**src/rtl/accel_spi_pkg.sv**
```systemverilog
// Shared constants for the accelerometer SPI responder: command codes, ID bytes,
// register addresses, writable window bounds and FSM state encodings.
package accel_spi_pkg;

  localparam logic [7:0] CMD_WRITE = 8'h0A;
  localparam logic [7:0] CMD_READ  = 8'h0B;

  localparam logic [7:0] ID_0 = 8'hAD;
  localparam logic [7:0] ID_1 = 8'h1D;
  localparam logic [7:0] ID_2 = 8'hF2;
  localparam logic [7:0] ID_3 = 8'h01;

  localparam logic [5:0] ADDR_ID0 = 6'h00;
  localparam logic [5:0] ADDR_ID1 = 6'h01;
  localparam logic [5:0] ADDR_ID2 = 6'h02;
  localparam logic [5:0] ADDR_ID3 = 6'h03;
  localparam logic [5:0] ADDR_X8  = 6'h08;
  localparam logic [5:0] ADDR_Y8  = 6'h09;
  localparam logic [5:0] ADDR_Z8  = 6'h0A;
  localparam logic [5:0] ADDR_XL  = 6'h0E;
  localparam logic [5:0] ADDR_XH  = 6'h0F;
  localparam logic [5:0] ADDR_YL  = 6'h10;
  localparam logic [5:0] ADDR_YH  = 6'h11;
  localparam logic [5:0] ADDR_ZL  = 6'h12;
  localparam logic [5:0] ADDR_ZH  = 6'h13;

  localparam logic [5:0] WR_LO       = 6'h1F;
  localparam logic [5:0] WR_HI       = 6'h2E;
  localparam int         STORE_DEPTH = 16;

  typedef logic [2:0] state_t;
  localparam state_t ST_IDLE   = 3'd0;
  localparam state_t ST_CMD    = 3'd1;
  localparam state_t ST_ADDR   = 3'd2;
  localparam state_t ST_WR     = 3'd3;
  localparam state_t ST_RD     = 3'd4;
  localparam state_t ST_IGNORE = 3'd5;

  // Upper sample byte: sign-extend bits [11:8] into a full byte.
  function automatic logic [7:0] hi_byte(input logic [11:0] v);
    return {{4{v[11]}}, v[11:8]};
  endfunction

  function automatic logic is_writable(input logic [5:0] a);
    return (a >= WR_LO) && (a <= WR_HI);
  endfunction

endpackage

```
**src/rtl/spi_edge_sync.sv**
```systemverilog
// Oversamples SCLK/CS/MOSI into the system clock domain and produces registered
// one-cycle SCLK rise/fall pulses with CS/MOSI levels aligned to them.
module spi_edge_sync #(
  parameter int SYNC_STAGES = 2
) (
  input  logic clk,
  input  logic rst,
  input  logic sclk_i,
  input  logic cs_i,
  input  logic mosi_i,
  output logic sclk_rise_o,
  output logic sclk_fall_o,
  output logic cs_o,
  output logic mosi_o
);

  logic [SYNC_STAGES-1:0] sclk_sync_q;
  logic [SYNC_STAGES-1:0] cs_sync_q;
  logic [SYNC_STAGES-1:0] mosi_sync_q;
  logic                   sclk_prev_q;
  logic                   rise_q;
  logic                   fall_q;
  logic                   cs_q;
  logic                   mosi_q;

  // cs resets to 0 ("selected"): the responder must actually observe cs high
  // after reset before it will accept a new transaction.
  always_ff @(posedge clk) begin
    if (rst) begin
      sclk_sync_q <= '0;
      cs_sync_q   <= '0;
      mosi_sync_q <= '0;
      sclk_prev_q <= 1'b0;
      rise_q      <= 1'b0;
      fall_q      <= 1'b0;
      cs_q        <= 1'b0;
      mosi_q      <= 1'b0;
    end else begin
      sclk_sync_q <= {sclk_sync_q[SYNC_STAGES-2:0], sclk_i};
      cs_sync_q   <= {cs_sync_q[SYNC_STAGES-2:0], cs_i};
      mosi_sync_q <= {mosi_sync_q[SYNC_STAGES-2:0], mosi_i};
      sclk_prev_q <= sclk_sync_q[SYNC_STAGES-1];
      rise_q      <= sclk_sync_q[SYNC_STAGES-1] & ~sclk_prev_q;
      fall_q      <= ~sclk_sync_q[SYNC_STAGES-1] & sclk_prev_q;
      cs_q        <= cs_sync_q[SYNC_STAGES-1];
      mosi_q      <= mosi_sync_q[SYNC_STAGES-1];
    end
  end

  assign sclk_rise_o = rise_q;
  assign sclk_fall_o = fall_q;
  assign cs_o        = cs_q;
  assign mosi_o      = mosi_q;

endmodule

```
**src/rtl/accel_spi_responder.sv**
```systemverilog
// Device-side SPI (mode 0, MSB first) model of the accelerometer register protocol:
// ID/sample reads, writable storage window, coherent sample snapshots.
module accel_spi_responder
  import accel_spi_pkg::*;
#(
  parameter int SYNC_STAGES = 2
) (
  input  logic        clk,
  input  logic        rst,
  input  logic        sclk,
  input  logic        cs,
  input  logic        mosi,
  output logic        miso,
  input  logic [11:0] accel_x,
  input  logic [11:0] accel_y,
  input  logic [11:0] accel_z,
  input  logic        sample_valid,
  output logic        wr_strobe,
  output logic [5:0]  wr_addr,
  output logic [7:0]  wr_data,
  output logic        busy,
  output logic [2:0]  dbg_state_o
);

  logic sclk_rise;
  logic sclk_fall;
  logic cs_s;
  logic mosi_s;

  spi_edge_sync #(.SYNC_STAGES(SYNC_STAGES)) u_sync (
    .clk         (clk),
    .rst         (rst),
    .sclk_i      (sclk),
    .cs_i        (cs),
    .mosi_i      (mosi),
    .sclk_rise_o (sclk_rise),
    .sclk_fall_o (sclk_fall),
    .cs_o        (cs_s),
    .mosi_o      (mosi_s)
  );

  state_t      state_q, state_d;
  logic [2:0]  bit_cnt_q, bit_cnt_d;
  logic [6:0]  shift_q, shift_d;
  logic [5:0]  addr_q, addr_d;
  logic [7:0]  tx_q, tx_d;
  logic        miso_q, miso_d;
  logic        load_q, load_d;
  logic        is_wr_q, is_wr_d;
  logic        wait_cs_q, wait_cs_d;
  logic        wr_strobe_q, wr_strobe_d;
  logic [5:0]  wr_addr_q, wr_addr_d;
  logic [7:0]  wr_data_q, wr_data_d;
  logic        store_we;
  logic [3:0]  store_idx;
  logic [7:0]  storage_q [STORE_DEPTH];

  logic [11:0] sx_q, sy_q, sz_q;
  logic [11:0] px_q, py_q, pz_q;
  logic        pend_q;

  logic        byte_done;
  logic [7:0]  byte_val;
  logic [7:0]  rd_data;

  assign byte_done = sclk_rise && (bit_cnt_q == 3'd7);
  assign byte_val  = {shift_q, mosi_s};
  // Window 0x1F..0x2E maps onto index 0..15 using the low nibble alone.
  assign store_idx = addr_q[3:0] - WR_LO[3:0];

  always_comb begin
    rd_data = 8'h00;
    case (addr_q)
      ADDR_ID0: rd_data = ID_0;
      ADDR_ID1: rd_data = ID_1;
      ADDR_ID2: rd_data = ID_2;
      ADDR_ID3: rd_data = ID_3;
      ADDR_X8:  rd_data = sx_q[11:4];
      ADDR_Y8:  rd_data = sy_q[11:4];
      ADDR_Z8:  rd_data = sz_q[11:4];
      ADDR_XL:  rd_data = sx_q[7:0];
      ADDR_XH:  rd_data = hi_byte(sx_q);
      ADDR_YL:  rd_data = sy_q[7:0];
      ADDR_YH:  rd_data = hi_byte(sy_q);
      ADDR_ZL:  rd_data = sz_q[7:0];
      ADDR_ZH:  rd_data = hi_byte(sz_q);
      default:  rd_data = is_writable(addr_q) ? storage_q[store_idx] : 8'h00;
    endcase
  end

  always_comb begin
    state_d     = state_q;
    bit_cnt_d   = bit_cnt_q;
    shift_d     = shift_q;
    addr_d      = addr_q;
    tx_d        = tx_q;
    miso_d      = miso_q;
    load_d      = load_q;
    is_wr_d     = is_wr_q;
    wait_cs_d   = wait_cs_q;
    wr_strobe_d = 1'b0;
    wr_addr_d   = wr_addr_q;
    wr_data_d   = wr_data_q;
    store_we    = 1'b0;

    if (cs_s) begin
      // Deselect wins over everything: partial bytes are dropped.
      wait_cs_d = 1'b0;
      state_d   = ST_IDLE;
      bit_cnt_d = 3'd0;
      miso_d    = 1'b0;
      load_d    = 1'b0;
    end else begin
      if (sclk_rise) begin
        shift_d   = {shift_q[5:0], mosi_s};
        bit_cnt_d = bit_cnt_q + 3'd1;
      end
      case (state_q)
        ST_IDLE: begin
          bit_cnt_d = 3'd0;
          miso_d    = 1'b0;
          if (!wait_cs_q) state_d = ST_CMD;
        end
        ST_CMD: begin
          if (byte_done) begin
            case (byte_val)
              CMD_WRITE: begin state_d = ST_ADDR; is_wr_d = 1'b1; end
              CMD_READ:  begin state_d = ST_ADDR; is_wr_d = 1'b0; end
              default:   state_d = ST_IGNORE;
            endcase
          end
        end
        ST_ADDR: begin
          if (byte_done) begin
            addr_d  = byte_val[5:0];
            state_d = is_wr_q ? ST_WR : ST_RD;
            load_d  = !is_wr_q;
          end
        end
        ST_WR: begin
          if (byte_done) begin
            addr_d = addr_q + 6'd1;
            if (is_writable(addr_q)) begin
              store_we    = 1'b1;
              wr_strobe_d = 1'b1;
              wr_addr_d   = addr_q;
              wr_data_d   = byte_val;
            end
          end
        end
        ST_RD: begin
          if (byte_done) load_d = 1'b1;
          if (sclk_fall) begin
            if (load_q) begin
              tx_d   = {rd_data[6:0], 1'b0};
              miso_d = rd_data[7];
              addr_d = addr_q + 6'd1;
              load_d = 1'b0;
            end else begin
              miso_d = tx_q[7];
              tx_d   = {tx_q[6:0], 1'b0};
            end
          end
        end
        ST_IGNORE: miso_d = 1'b0;
        default:   state_d = ST_IDLE;
      endcase
    end
  end

  always_ff @(posedge clk) begin
    if (rst) begin
      state_q     <= ST_IDLE;
      bit_cnt_q   <= 3'd0;
      shift_q     <= 7'd0;
      addr_q      <= 6'd0;
      tx_q        <= 8'd0;
      miso_q      <= 1'b0;
      load_q      <= 1'b0;
      is_wr_q     <= 1'b0;
      wait_cs_q   <= 1'b1;
      wr_strobe_q <= 1'b0;
      wr_addr_q   <= 6'd0;
      wr_data_q   <= 8'd0;
    end else begin
      state_q     <= state_d;
      bit_cnt_q   <= bit_cnt_d;
      shift_q     <= shift_d;
      addr_q      <= addr_d;
      tx_q        <= tx_d;
      miso_q      <= miso_d;
      load_q      <= load_d;
      is_wr_q     <= is_wr_d;
      wait_cs_q   <= wait_cs_d;
      wr_strobe_q <= wr_strobe_d;
      wr_addr_q   <= wr_addr_d;
      wr_data_q   <= wr_data_d;
    end
  end

  always_ff @(posedge clk) begin
    if (rst) begin
      for (int i = 0; i < STORE_DEPTH; i++) storage_q[i] <= 8'h00;
    end else if (store_we) begin
      storage_q[store_idx] <= byte_val;
    end
  end

  // Samples only change while idle so a burst read sees one coherent snapshot;
  // a fresh strobe in the idle cycle supersedes anything pending.
  always_ff @(posedge clk) begin
    if (rst) begin
      sx_q   <= '0;
      sy_q   <= '0;
      sz_q   <= '0;
      px_q   <= '0;
      py_q   <= '0;
      pz_q   <= '0;
      pend_q <= 1'b0;
    end else if (!busy) begin
      if (sample_valid) begin
        sx_q   <= accel_x;
        sy_q   <= accel_y;
        sz_q   <= accel_z;
        pend_q <= 1'b0;
      end else if (pend_q) begin
        sx_q   <= px_q;
        sy_q   <= py_q;
        sz_q   <= pz_q;
        pend_q <= 1'b0;
      end
    end else if (sample_valid) begin
      px_q   <= accel_x;
      py_q   <= accel_y;
      pz_q   <= accel_z;
      pend_q <= 1'b1;
    end
  end

  assign busy        = (state_q != ST_IDLE);
  assign miso        = miso_q;
  assign wr_strobe   = wr_strobe_q;
  assign wr_addr     = wr_addr_q;
  assign wr_data     = wr_data_q;
  assign dbg_state_o = state_q;

endmodule

```
**config.mk**
```make
export PLATFORM = sky130hd
export DESIGN_NAME = accel_spi_responder
export DESIGN_NICKNAME = d
export VERILOG_FILES = /design/src/rtl/accel_spi_pkg.sv /design/src/rtl/spi_edge_sync.sv /design/src/rtl/accel_spi_responder.sv
export SDC_FILE = /design/constraint.sdc
export NUM_CORES = 1
export LEC_CHECK = 0
export BUFFER_PORTS_ARGS = -buffer_cell sky130_fd_sc_hd__buf_4
export CORE_MARGIN = 2
export CORE_UTILIZATION = 40
export DETAILED_ROUTE_END_ITERATION = 8
export PLACE_DENSITY_LB_ADDON = 0.1
export SLEW_MARGIN = 30
export SYNTH_ARGS = -nofsm -noshare
export SYNTH_HDL_FRONTEND = slang
export SYNTH_SLANG_ARGS = --single-unit
```
**constraint.sdc**
```tcl
create_clock -name clk -period 2.9 [get_ports clk]
set_clock_uncertainty 0.15 [all_clocks]
set_input_delay 0.58 -clock clk [delete_from_list [all_inputs] [get_ports clk]]
set_output_delay 0.58 -clock clk [all_outputs]
set_load 0.01 [all_outputs]
```
# Word level (Yosys, flattened, before mapping)
# Memory sizes are Yosys's and may differ from the RTL's.
# Index checks and enable logic that the tools add are counted.
[totals] register_bits=130 mem_bits_rw=128 in_bits=42 word_cells=135 mem_count=1
[op_classes] n_addsub=3 n_lt_le_gt_ge=2 eq_ne=26 mux=41 n_bitwise=7 n_reduce_logical=28
[memory_table] name="storage_q" words=16 width=8 rd=1 rd_clocked_by_memory_dff=0 wr=16 line_no="accel_spi_responder.sv:56" source="logic [7:0] storage_q [STORE_DEPTH];"
[ops] operator="$pmux 8 s13" count=1
[ops] operator="$mux 12" count=6
[ops] operator="$eq 6x4->1 const B" count=5
[ops] operator="$eq 6x5->1 const B" count=4
[ops] operator="$mux 6" count=4
[ops] operator="$mux 8" count=3
[ops] operator="$pmux 6 s3" count=1
[ops] operator="$eq 8x4->1 const B" count=2
[ops] operator="$mux 1" count=16
[ops] operator="$mux 3" count=5
[ops] operator="$eq 6x2->1 const B" count=2
[ops] operator="$pmux 3 s4" count=1
[ops] operator="$reduce_and 4->1" count=3
[ops] operator="$ne 2x2->1 const B" count=5
[ops] operator="$reduce_and 2->1" count=5
[ops] operator="$eq 3x3->1 const B" count=3
[ops] operator="$reduce_bool 2->1" count=4
[ops] operator="$reduce_or 2->1" count=4
[ops] operator="$reduce_or 8->1" count=1
[ops] operator="$add 6x1->6 const B" count=1
[ops] operator="$eq 3x2->1 const B" count=2
[ops] operator="$eq 6x1->1 const B" count=1
[ops] operator="$ge 6x5->1 const B" count=1
[ops] operator="$le 6x6->1 const B" count=1
[ops] operator="16 further kinds" count=26

# Logic depth before layout (Yosys ltp)
[logic_depth] word_depth=11 ltp_mapped=12 mapped_depth_nobuf=7

# Cells and area by module
# A second synthesis with hierarchy kept.
[unflattened] hier_cells=1095 area_unflattened_um2=11926.4
[by_module_without_submodules] mod="accel_spi_responder" n_inst=1 cells_each=1072 area_per_inst_um2=11613.6 seq_area_each_um2=6206.0
[by_module_without_submodules] mod="spi_edge_sync" n_inst=1 cells_each=23 area_per_inst_um2=312.8 seq_area_each_um2=220.2

# Worst setup path before layout
# Ideal clock, no wire load.
[synth_path] path_type="flip-flop to flip-flop" from="reg addr_q[0]" to="mem storage_q[5][0], enable pin" arrival_time_ps=2572 setup_slack_ps=-105 stages_incl_launch_ff=11 path_buffers=4 synth_period_minus_slack_ps=3005 cell_sequence="dfxtp_1 > buf_6 > buf_6 > buf_2 > inv_1 > ha_1 > o311a_4 > o21ai_4 > buf_8 > nor4b_4 > or2_1"
[synth_lines] element="start, declared" line_no="accel_spi_responder.sv:45" source="logic [5:0] addr_q, addr_d;"
[synth_lines] element="start signal, assigned" line_no="accel_spi_responder.sv:189" source="addr_q <= addr_d;"
[synth_lines] element="end, declared" line_no="accel_spi_responder.sv:56"

==> impl_metrics.tcl <==
set metrics [dict create \
    clk_pin_slew_worst_paths_ns 0.06 \
    ff2ff_setup_slack_ns 0.30 \
    startpoint_type "flop" \
    netlist_area_sq_mm 0.0125 \
    drc_errors 0 \
    vias 8576 \
    outcome "finished clean" \
    setup.worst_path.class "flop to flop" \
    grt_pass1_wl_microns 50600 \
    netlist_top_cells_count "131 x and2_1, 129 x dfxtp_1, 128 x edfxtp_1" \
    synth_fp_nets 1151 \
    path_cells "buf_12 > nand3b_1 > a21o_1 > and2_1 > nor4b_4 > or2_1" \
    core_area_sq_mm 0.0306 \
    dpl.hpwl_microns 21900 \
    rr_endpoint "storage_q[9][6]" \
    utilization_pct 46.8 \
    drv_slew 0 \
    syn_to_final_growth_pct 15.1 \
    overflow 0 \
    worstHoldPathCells 2 \
    hp-start "cs" \
    worstPathMaxFanout 40 \
    place.gp.congestion 0.836 \
    nFillCells 2826 \
    rsz0062_at_grt "no" \
    numCtsBuffers 29 \
    clkSinkCount 257 \
    synth_top_cell_area_share_pct 30.9 \
    critPathRequiredTime_ns 2.96 \
    ir_worst_vdd_mv 0.444 \
    yosysSeqAreaShare_pct 51.6 \
    synth_edf_count 128 \
    worst_pin_slew_ns 0.961 \
    drive_gt1_share_pct 20.5 \
    worst_slack_ns 0.295 \
    dp_cells 1532 \
    first_iter_violations 761 \
    ioPinCount 62 \
    synth_cell_types 81 \
    cts_tree "done" \
    final_cell_area_sq_mm 0.0143 \
    whs_ns 0.0831 \
    fin_crit_ns 2.60 \
    yosysWarnings 0 \
    total_power_mw 8.05 \
    totalWireLength_microns 32500 \
    drtAntennaViolNets 0 \
    grt_pass1_vias 8423 \
    synth_top_area_cell "edfxtp_1" \
    antenna_found_initial 0 \
    min_to "u_sync.cs_sync_q[0]" \
    initial_core_util_pct 40.7 \
    r2r_start "addr_q[0]" \
    dpl-instance-area_sq_mm 0.0134 \
    finalSetupTns_ns 0 \
    hp-class "input port to flop" \
    wl_per_cell_microns 20.5 \
    avgSynthCellArea_sq_um 11.3 \
    synthArstFlopShare_pct 0 \
    io_buffers 61 \
    worst_path_largest_cell_delay_ns 0.40 \
    post-synth-top-count-cell "and2_1" \
    syn_inst 1101 \
    layout.nets 1217 \
    period_share_pct 89.8 \
    yosys-top-cells-area "edfxtp_1 31%, dfxtp_1 21%, and2_1 6.6%" \
    maxCapViolCount 0 \
    die_x_microns 180 \
    grt_use_total_pct 20.0 \
    root_buffer "clkbuf_16" \
    insertion_delay_ns 0.56 \
    synth_seq_cells 257 \
    dr.pass1.iters 7 \
    dp_slack_ns 0.240 \
    leakage_nw 5.18 \
    die_h_microns 180 \
    rows 64 \
    worst_path_max_delay_cell "dfxtp_2" \
    timing.fmax_mhz 384 \
    clockBufferDepth 3 \
    h-tree-depth 1 \
    cp_data_arrival_time_ns 2.67 \
    end_kind "flop" \
    setup_viol 0 \
    diodes 0 \
    ys.flop_type "dfxtp_1" \
    reg2reg_depth 6 \
    hold_viol_final 0 \
    maxSlewHeadroom_pct 36.0 \
    instances_no_fill 1585 \
    grt_max_degree 73 \
    viasPerCell 5.41 \
    p_per_area_mw_per_mm2 562 \
    die_area_sq_mm 0.0326 \
]
==> area by class of cell <==
| type | instances | area, sq um | area share, % |
|---|---|---|---|
| clock buffers | 46 | 845 | 5.89 |
| clock inverters | 7 | 43.8 | 0.306 |
| inverters | 5 | 18.8 | 0.131 |
| multi-input cells | 750 | 5530 | 38.6 |
| flip-flops and latches | 257 | 6430 | 44.9 |
| well taps | 396 | 495 | 3.46 |
| repair buffers | 124 | 972 | 6.78 |
==> placed cells by master, fill, tap and decap left out, drive strengths merged, types with 4 or more instances in the layout <==
cell,netlist,routed
and2,131,131
dfxtp,129,129
edfxtp,128,128
buf,43,124
nand2,112,112
nor2,79,79
a21oi,64,64
mux2i,53,53
clkbuf,46,46
a211oi,44,44
mux4,32,32
nand3,24,24
or2,21,21
o21ai,18,18
nor4b,17,17
nor2b,16,16
nor3,13,13
o22ai,10,10
nand2b,9,9
a22oi,9,9
ha,8,8
mux2,7,7
inv,5,7
a21o,6,6
or3,5,5
a31oi,5,5
a22o,4,4
nor3b,4,4
o211ai,4,4
nand4,4,4
nor4,4,4
clkinv,0,4
==> worst max-delay path, delay by kind of cell, from the launching register on <==
kind | cells | cell delay, ns
flops | 1 | 0.40
buf+inv | 1 | 0.30
compound gates | 1 | 0.28
simple gates | 4 | 1.13
==> timing repair <==
action	CTS	global route
resized for setup	0	1
hold buffers	0	0
hold endpoints to repair	0	0
buffers inserted	0	0
endpoints found under the setup margin	0	8
==> how the worst max path moves through the flow <==
| stage | start | endpoint | slack (ns) | depth (start not counted) |
|---|---|---|---|---|
| after floorplan | addr_q[0] | storage_q[5][0] | 0.006 | 10 |
| after global routing | addr_q[1] | storage_q[15][4] | 0.08 | 7 |
| after detailed placement | addr_q[1] | storage_q[15][3] | 0.24 | 7 |
| after CTS | addr_q[1] | storage_q[15][4] | 0.23 | 7 |
| final | addr_q[0] | storage_q[9][6] | 0.30 | 6 |
| after global placement | addr_q[0] | storage_q[10][5] | 0.31 | 6 |
==> flip-flops by register name, indices dropped and copies added (netlist names), 3 cells and up <==
| register | cells |
|---|---|
| pz_q | 12 |
| wr_addr | 6 |
| storage_q | 128 |
| px_q | 12 |
| addr_q | 6 |
| py_q | 12 |
| bit_cnt_q | 3 |
| tx_q | 7 |
| sz_q | 12 |
| shift_q | 7 |
| dbg_state_o | 3 |
| sx_q | 12 |
| sy_q | 12 |
| wr_data | 8 |
==> cell families after synthesis <==
kind of cell             count (synthesis)  synth area share [%]
AO/OA/AOI/OAI                          195                  10.9
XOR/XNOR                                 3                 0.332
adder cells (fa/ha/maj)                  8                 0.804
buffers and inverters                   94                  4.07
flip-flops                             257                  51.6
multiplexers                            92                  10.8
AND/OR/NAND/NOR                        452                  21.4
==> report_power, final <==
part	switching, mW	total, mW	internal (mW)
Clock	1.46	3.45	1.99
Sequential	0.124	4.11	3.99
Combinational	0.283	0.488	0.205
==> metal layers <==
layer	track usage (%)	share of wire, %	up-vias	wire length, microns
li1	-	-	4134	-
met1	29.5	49	4190	15800
met2	30.8	45	201	14500
met3	2.67	4.3	51	1410
met4	5.52	2.4	0	770
met5	0	0	-	0
No activity file was read; power rests on OpenSTA's default activity.
